--- config.mk ---
export PLATFORM = sky130hd
export DESIGN_NAME = pipe_stage_ctrl_flat
export DESIGN_NICKNAME = d
export VERILOG_FILES = /design/src/rtl/pipe_pkg.sv /design/src/rtl/pipe_stage_ctrl_if.sv /design/src/rtl/pipe_stage_ctrl_sat_counter.sv /design/src/rtl/pipe_stage_ctrl.sv /design/src/flat_wrapper.sv
export SDC_FILE = /design/constraint.sdc
export NUM_CORES = 1
export LEC_CHECK = 0
export CAP_MARGIN = 15
export CORE_ASPECT_RATIO = 0.8
export CORE_MARGIN = 4
export CORE_UTILIZATION = 50
export CTS_BUF_LIST = sky130_fd_sc_hd__clkbuf_8
export DETAILED_ROUTE_END_ITERATION = 10
export GPL_TIMING_DRIVEN = 0
export PLACE_DENSITY = 0.94
export SLEW_MARGIN = 0
export SYNTH_ARGS = -nofsm -noshare
export SYNTH_HDL_FRONTEND = slang
export SYNTH_SLANG_ARGS = --single-unit
--- constraint.sdc ---
create_clock -name clk -period 4.44 [get_ports clk]
set_clock_uncertainty 0.2 [all_clocks]
set_input_delay 0.888 -clock clk [delete_from_list [all_inputs] [get_ports clk]]
set_output_delay 0.888 -clock clk [all_outputs]
set_load 0.02 [all_outputs]
--- src/rtl/pipe_pkg.sv ---
// Shared definitions for the pipeline stage controller and the hazard detector.
// Opcode width, the opcode constants both sides decode, and the pipeline state encoding.
package pipe_pkg;

    localparam int OPW = 7;

    localparam logic [OPW-1:0] OP_BUBBLE = 7'b0000000;
    localparam logic [OPW-1:0] OP_LOAD   = 7'b0000011;
    localparam logic [OPW-1:0] OP_BRANCH = 7'b1100011;

    typedef enum logic [1:0] {
        ST_IDLE  = 2'b00,
        ST_RUN   = 2'b01,
        ST_STALL = 2'b10,
        ST_DRAIN = 2'b11
    } pipe_state_t;

    function automatic logic is_bubble(input logic [OPW-1:0] op);
        return op == OP_BUBBLE;
    endfunction

endpackage

--- src/rtl/pipe_stage_ctrl_if.sv ---
// Instruction-source handshake into the pipeline stage controller.
// A transfer happens on a rising edge where instr_valid and instr_ready are both high.
interface pipe_stage_ctrl_if;
    import pipe_pkg::*;

    logic           instr_valid;
    logic [OPW-1:0] instr_opcode;
    logic           instr_ready;

    modport master (
        output instr_valid,
        output instr_opcode,
        input  instr_ready
    );

    modport slave (
        input  instr_valid,
        input  instr_opcode,
        output instr_ready
    );

endinterface

--- src/rtl/pipe_stage_ctrl_sat_counter.sv ---
// Event counter that sticks at all-ones instead of wrapping.
module sat_counter #(
    parameter int CNTW = 16
) (
    input  logic            clk,
    input  logic            rst_n,
    input  logic            inc,
    output logic [CNTW-1:0] count
);

    always_ff @(posedge clk or negedge rst_n) begin
        if (!rst_n) begin
            count <= '0;
        end else if (inc && (count != '1)) begin
            count <= count + 1'b1;
        end
    end

endmodule

--- src/rtl/pipe_stage_ctrl.sv ---
// IF/ID/EX/MEM/WB opcode pipeline with stall freeze, taken-branch flush and event counters.
//
// state  | meaning
// IDLE   | pipeline empty, no instruction offered
// RUN    | source is offering instructions
// STALL  | hazard stall applied this cycle (IF/ID frozen, EX bubble)
// DRAIN  | source idle, older opcodes still in flight
module pipe_stage_ctrl
    import pipe_pkg::*;
#(
    parameter int CNTW = 16
) (
    input  logic                clk,
    input  logic                rst_n,
    pipe_stage_ctrl_if.slave    src,
    input  logic                stall,
    input  logic                branch_taken,
    output logic [OPW-1:0]      fetch,
    output logic [OPW-1:0]      decode,
    output logic [OPW-1:0]      exec,
    output logic [OPW-1:0]      mem,
    output logic [OPW-1:0]      wb,
    output logic [1:0]          pipeline_state,
    output logic [CNTW-1:0]     stall_cnt,
    output logic [CNTW-1:0]     flush_cnt,
    output logic [CNTW-1:0]     retire_cnt
);

    logic           flush;
    logic           hold;
    logic           xfer;
    logic           retire;
    logic [OPW-1:0] fetch_nxt;
    logic [OPW-1:0] decode_nxt;
    logic [OPW-1:0] exec_nxt;
    logic [OPW-1:0] mem_nxt;
    logic [OPW-1:0] wb_nxt;
    logic           empty_nxt;

    pipe_state_t    state;
    pipe_state_t    state_nxt;

    // A raw branch_taken still opens instr_ready even when exec is not a branch.
    assign src.instr_ready = !stall || branch_taken;

    assign flush  = branch_taken && (exec == OP_BRANCH);
    assign hold   = stall && !flush;
    assign xfer   = src.instr_valid && src.instr_ready;
    assign retire = !is_bubble(mem);

    // EX always takes a bubble unless advancing; MEM/WB shift in every case.
    // On a flush the branch itself sits in exec, so mem taking exec keeps it.
    always_comb begin
        fetch_nxt  = fetch;
        decode_nxt = decode;
        exec_nxt   = OP_BUBBLE;
        mem_nxt    = exec;
        wb_nxt     = mem;
        if (flush) begin
            fetch_nxt  = OP_BUBBLE;
            decode_nxt = OP_BUBBLE;
        end else if (!hold) begin
            fetch_nxt  = xfer ? src.instr_opcode : OP_BUBBLE;
            decode_nxt = fetch;
            exec_nxt   = decode;
        end
    end

    always_ff @(posedge clk or negedge rst_n) begin
        if (!rst_n) begin
            fetch  <= OP_BUBBLE;
            decode <= OP_BUBBLE;
            exec   <= OP_BUBBLE;
            mem    <= OP_BUBBLE;
            wb     <= OP_BUBBLE;
        end else begin
            fetch  <= fetch_nxt;
            decode <= decode_nxt;
            exec   <= exec_nxt;
            mem    <= mem_nxt;
            wb     <= wb_nxt;
        end
    end

    assign empty_nxt = is_bubble(fetch_nxt) && is_bubble(decode_nxt) && is_bubble(exec_nxt)
                    && is_bubble(mem_nxt) && is_bubble(wb_nxt);

    always_ff @(posedge clk or negedge rst_n) begin
        if (!rst_n) begin
            state <= ST_IDLE;
        end else begin
            state <= state_nxt;
        end
    end

    // Next state depends only on the post-update stage contents and this cycle's inputs.
    always_comb begin
        state_nxt = state;
        if (hold) begin
            state_nxt = ST_STALL;
        end else if (empty_nxt && !src.instr_valid) begin
            state_nxt = ST_IDLE;
        end else if (src.instr_valid) begin
            state_nxt = ST_RUN;
        end else begin
            state_nxt = ST_DRAIN;
        end
    end

    assign pipeline_state = state;

    sat_counter #(.CNTW(CNTW)) u_stall_cnt (
        .clk   (clk),
        .rst_n (rst_n),
        .inc   (hold),
        .count (stall_cnt)
    );

    sat_counter #(.CNTW(CNTW)) u_flush_cnt (
        .clk   (clk),
        .rst_n (rst_n),
        .inc   (flush),
        .count (flush_cnt)
    );

    sat_counter #(.CNTW(CNTW)) u_retire_cnt (
        .clk   (clk),
        .rst_n (rst_n),
        .inc   (retire),
        .count (retire_cnt)
    );

endmodule

--- src/flat_wrapper.sv ---
// flat-port wrapper written by rule: the top's interface ports become plain ports
module pipe_stage_ctrl_flat import pipe_pkg::*;
#(
    parameter int CNTW = 16
)
  (clk, rst_n, stall, branch_taken, fetch, decode, exec, mem, wb, pipeline_state, stall_cnt, flush_cnt, retire_cnt, src_instr_valid, src_instr_opcode, src_instr_ready);
  pipe_stage_ctrl_if src_i ();
  input  logic clk;
  input  logic rst_n;
  input  logic stall;
  input  logic branch_taken;
  output logic [OPW-1:0] fetch;
  output logic [OPW-1:0] decode;
  output logic [OPW-1:0] exec;
  output logic [OPW-1:0] mem;
  output logic [OPW-1:0] wb;
  output logic [1:0] pipeline_state;
  output logic [CNTW-1:0] stall_cnt;
  output logic [CNTW-1:0] flush_cnt;
  output logic [CNTW-1:0] retire_cnt;
  input wire logic [$bits(src_i.instr_valid)-1:0] src_instr_valid;
  input wire logic [$bits(src_i.instr_opcode)-1:0] src_instr_opcode;
  output wire logic [$bits(src_i.instr_ready)-1:0] src_instr_ready;
  assign src_i.instr_valid = src_instr_valid;
  assign src_i.instr_opcode = src_instr_opcode;
  assign src_instr_ready = src_i.instr_ready;
  pipe_stage_ctrl #(.CNTW(CNTW)) u_core (.clk(clk), .rst_n(rst_n), .src(src_i), .stall(stall), .branch_taken(branch_taken), .fetch(fetch), .decode(decode), .exec(exec), .mem(mem), .wb(wb), .pipeline_state(pipeline_state), .stall_cnt(stall_cnt), .flush_cnt(flush_cnt), .retire_cnt(retire_cnt));
endmodule
==> After elaboration in Yosys (flattened, before gate mapping) <==
Cells that the tools add are included.
{ "totals": {"ff_bits": 85, "output_inout_bits": 86, "word_cells": 47, "in_bits": 12} }
{ "op_classes": {"reduce_logical": 21, "add_sub_neg": 3, "eq_ne": 4, "muxes": 10} }
{ "op_table": {"columns": ["op", "n"], "rows": [
  ["2-to-1 mux 7 bit", 7],
  ["adder 16 x 1 -> 16 bit (second input constant)", 3],
  ["inequality test 16 bit (second input constant)", 3],
  ["logical NOT 7 bit", 5],
  ["logical AND 1 bit", 11],
  ["equality test 7 bit (second input constant)", 1],
  ["2-to-1 mux 2 bit", 3],
  ["logical NOT 1 bit", 4],
  ["logical OR 1 bit", 1]
]} }

==> Depth between registers and ports, before layout <==
{ "depth": {"ltp_word": 14, "ltp_mapped": 7, "ltp_nobuf": 6} }

==> Modules after synthesis <==
A second synthesis with hierarchy kept.
{ "hier_totals": {"hier_cells": 328, "area_unflattened_um2": 3968.8} }
{ "modules_own_cells": {"columns": ["module", "seq_area_each_um2", "cells_each", "area_each_um2", "instances"], "rows": [
  ["sat_counter", 400.4, 72, 859.6, 3],
  ["pipe_stage_ctrl", 925.9, 112, 1390.1, 1]
]} }

==> Worst setup path before layout <==
Ideal clock, no wire load.
{ "synth_path": {"kind": "input to register", "startpoint": "input port branch_taken", "endpoint": "register u_core.u_flush_cnt.count[15]", "required_ps": 4112, "arrival_ps": 2121, "path_slack_ps": 1991, "cell_stages": 6, "setup_time_ps": 128, "path_buffers": 1, "cell_sequence": "and4_1 and3_4 buf_6 nand4_1 nor3_2 mux2_1"} }
{ "synth_via": {"elab_chain_cells": 2} }
{ "synth_rtl": {"columns": ["item", "line", "text"], "rows": [
  ["start, declared", "flat_wrapper.sv:11", "input logic branch_taken;"],
  ["logical AND 1 bit", "pipe_stage_ctrl.sv:46", "assign flush = branch_taken && (exec == OP_BRANCH);"],
  ["logical AND 1 bit", "pipe_stage_ctrl_sat_counter.sv:14", "end else if (inc && (count != '1)) begin"],
  ["end signal, assigned", "pipe_stage_ctrl_sat_counter.sv:15", "count <= count + 1'b1;"],
  ["end, declared", "pipe_stage_ctrl_sat_counter.sv:8", "output logic [CNTW-1:0] count"]
]} }
Every way passes these cells.
A chain may end at the register's enable or synchronous reset.

==> Worst setup path after layout <==
{ "layout_path": {"startpoint": "input port branch_taken", "endpoint": "output port src_instr_ready"} }
{ "layout_via": {"elab_chain_cells": 1} }
{ "layout_rtl": {"columns": ["item", "line", "text"], "rows": [
  ["logical OR 1 bit", "pipe_stage_ctrl.sv:44", "assign src.instr_ready = !stall || branch_taken;"],
  ["end, declared", "flat_wrapper.sv:23", "output wire logic [$bits(src_i.instr_ready)-1:0] src_instr_ready;"]
]} }
Every way passes these cells.

==> qor.json <==
{
  "run_status": {
    "run_status": "finished, final reports clean"
  },
  "logic_synthesis": {
    "synth_ff_type": "sky130_fd_sc_hd__dfrtp_1",
    "synth_enable_flop_cells": 0,
    "post-synth-top-area-fraction": 0.576,
    "ys_ff_latch": 85,
    "synth_area_mm2": 0.00369,
    "synth_seq_area_share": 0.576,
    "async_flop_share": 1.00,
    "synthCells": 321,
    "yosys_warnings": 0,
    "synthDistinctLibCells": 45,
    "post_synth.cell_area_avg_um2": 11.5,
    "netlist_top_cells_area": "sky130_fd_sc_hd__dfrtp_1 58%, sky130_fd_sc_hd__xor2_1 4.5%, sky130_fd_sc_hd__xnor2_1 4.3%",
    "syn_nets": 336,
    "synth_largest_area_cell": "sky130_fd_sc_hd__dfrtp_1"
  },
  "global_route": {
    "grt_usage": 0.210,
    "number_of_antenna_violations_at_the_first_check_in_global_routing": 0,
    "grt_overflow": 0,
    "grt_first_pass_wirelength_mm": 14.9,
    "first_global_vias": 3016,
    "grt_max_degree": 61
  },
  "sta": {
    "rsz0062_at_grt": "no",
    "report.final.hold_viol_count": 0,
    "period_needed_ns": 3.19,
    "slew-limit-headroom": 0.583,
    "worst-slew-pin-transition_ns": 0.620,
    "whs_ns": 0.201,
    "achievable-frequency_mhz": 313,
    "post-route-period-util": 0.719,
    "timing_max_transition_violations_final": 0,
    "finalSetupViolCount": 0
  },
  "clock_network": {
    "root_buffer": "sky130_fd_sc_hd__clkbuf_8",
    "cts_buffer_depth": 2,
    "cts_made_buffers": 9,
    "cts_repair_resize_count": 0,
    "cts_sinks": 85,
    "cts.clk_slew.worst_paths_ns": 0.08,
    "tritoncts": "done",
    "cts_hold_buffers": 0,
    "cts_post_setup_buffers_inserted": 0,
    "cts.htree.levels": 3,
    "clkLatencyLatePin_ns": 0.34
  },
  "die": {
    "std_cell_rows": 27,
    "core_region_area_mm2": 0.00703,
    "die_area_mm2": 0.00883,
    "floorplan.initialDensity": 0.525,
    "boundaryPins": 98,
    "die_height_um": 84.9,
    "die_w_um": 104
  },
  "worst_setup_path": {
    "startpoint_type": "primary input",
    "crit_type": "primary input to output port",
    "worst-r2r-setup-slack_ns": 2.32,
    "end_kind": "output port",
    "critPathRequiredTime_ns": 3.35,
    "critPathArrivalTime_ns": 2.10,
    "worst-path-max-fanout": 2
  },
  "final_layout": {
    "util_after_layout": 0.711,
    "area_growth_syn_to_layout_pct": 35.3,
    "nNetsFinal": 444,
    "antenna_cells": 0,
    "layout-drive-gt1-share": 0.0899,
    "n_fill_cell": 503
  },
  "hold_path": {
    "min_path_type": "flip-flop to flip-flop"
  },
  "route": {
    "drc": 0,
    "drt_iter0_drc": 90,
    "via_per_inst": 5.55,
    "drt_pre_antenna_iters": 5,
    "detail_route.wirelength_mm": 8.83,
    "antenna_violating_nets_post_route": 0,
    "dr_wl_cell_um": 17.0,
    "route.vias.total": 2894
  },
  "place": {
    "buffer_ports.inserted": 96,
    "detailed_place_hpwl_mm": 6.61,
    "gp_congestion": 0.785
  },
  "power": {
    "ir_drop_uv": 240,
    "power.density_cell_area_mw_per_mm2": 404,
    "power.leakage_uw": 0.00225
  },
  "run": {
    "maxCapViolCount": 0
  }
}
-- critical path: stages --
cell                              delay [ns]
sky130_fd_sc_hd__clkdlybuf4s50_1        0.50
sky130_fd_sc_hd__nand2b_1               0.11
sky130_fd_sc_hd__clkdlybuf4s50_1        0.60
-- through the flow --
stage / TNS (ns) / cells / power [uW] / worst slack, ns / cell area (um^2)
6_report: 0 / 521 / 2020 / 1.25 / 5000
5_1_grt: 0 / 521 / 2120 / 1.24 / 5000
4_1_cts: 0 / 521 / 2040 / 1.26 / 5000
3_5_place_dp: 0 / 505 / 1480 / 1.26 / 4790
3_3_place_gp: -48.81 / 504 / 1450 / -0.578 / 4760
2_1_floorplan: 0 / 321 / 1220 / 1.99 / 3690
-- logic make-up (layout without fill, tap and decap cells) --
family          count (synthesis)  after routing  share of synthesized area
simple gates                  140            140                      0.206
xor+xnor                       37             37                     0.0878
fa+ha+maj                       3              3                     0.0102
mux                            12             12                     0.0342
buf+inv                        13            126                     0.0183
flops                          85             85                      0.576
compound gates                 31             31                     0.0671
-- cell usage after synthesis, types with 8 or more instances --
library cell,number
sky130_fd_sc_hd__inv_1,8
sky130_fd_sc_hd__nand4_1,10
sky130_fd_sc_hd__xnor2_1,18
sky130_fd_sc_hd__dfrtp_1,85
sky130_fd_sc_hd__nor2_1,35
sky130_fd_sc_hd__xor2_1,19
sky130_fd_sc_hd__nor3_1,8
sky130_fd_sc_hd__nand2_1,25
sky130_fd_sc_hd__and3_1,13
sky130_fd_sc_hd__nand3_1,18
sky130_fd_sc_hd__a21oi_1,9
-- cell type report --
type                            count  area, um^2  share of cell area
Buffer                              5        37.5             0.00751
Clock buffer                       11         151              0.0303
Clock inverter                      5        58.8              0.0118
Inverter                            8        30.0             0.00601
Multi-Input combinational cell    223        1500               0.300
Sequential cell                    85        2130               0.426
Tap cell                           87         109              0.0218
Timing Repair Buffer               97         986               0.197
-- report_power, final --
part           leakage (uW)  switching [uW]  internal (uW)  total, uW
combinational       0.00102             258            234        492
sequential          0.00113             111            859        970
clock              0.000102             267            291        558
-- cells in the final DEF, fill, tap and decap left out, types with 3 or more instances in the layout --
cell	n
sky130_fd_sc_hd__a31oi_1	3
sky130_fd_sc_hd__nand4_1	10
sky130_fd_sc_hd__and4_1	5
sky130_fd_sc_hd__inv_1	8
sky130_fd_sc_hd__nor3_1	8
sky130_fd_sc_hd__nand2_1	25
sky130_fd_sc_hd__o21ai_0	4
sky130_fd_sc_hd__mux2i_1	7
sky130_fd_sc_hd__clkbuf_8	11
sky130_fd_sc_hd__a21oi_1	9
sky130_fd_sc_hd__mux2_2	3
sky130_fd_sc_hd__xnor2_1	18
sky130_fd_sc_hd__a22oi_1	7
sky130_fd_sc_hd__ha_1	3
sky130_fd_sc_hd__clkdlybuf4s50_1	95
sky130_fd_sc_hd__nand3_1	18
sky130_fd_sc_hd__dfrtp_1	85
sky130_fd_sc_hd__nor4_1	5
sky130_fd_sc_hd__nor2_1	35
sky130_fd_sc_hd__xor2_1	19
sky130_fd_sc_hd__and3_1	13
-- state kept, by name, summed over array words and instances, names as in the netlist --
register,count
u_core.mem,7
u_core.exec,7
u_core.pipeline_state,2
u_core.u_stall_cnt.count,16
u_core.u_flush_cnt.count,16
u_core.fetch,7
u_core.decode,7
u_core.u_retire_cnt.count,16
u_core.wb,7
-- worst paths after layout --
kind / startpoint / to / cells past startpoint
setup / recovery: branch_taken / src_instr_ready / 3
hold / removal: u_core.mem[3] / u_core.wb[3] / 0
min in group asynchronous: rst_n / u_core.decode[2] / 1
max in group asynchronous: rst_n / u_core.u_stall_cnt.count[2] / 2
setup reg to reg: u_core.exec[3] / u_core.u_flush_cnt.count[15] / 6
hold reg to reg: u_core.mem[3] / u_core.wb[3] / 0
-- metal layers --
layer,part of all wire,GRT usage
met5,0,0
met4,0.024,0.101
met3,0.050,0.0548
met2,0.50,0.356
met1,0.42,0.254
(Power assumes the default switching activity.)
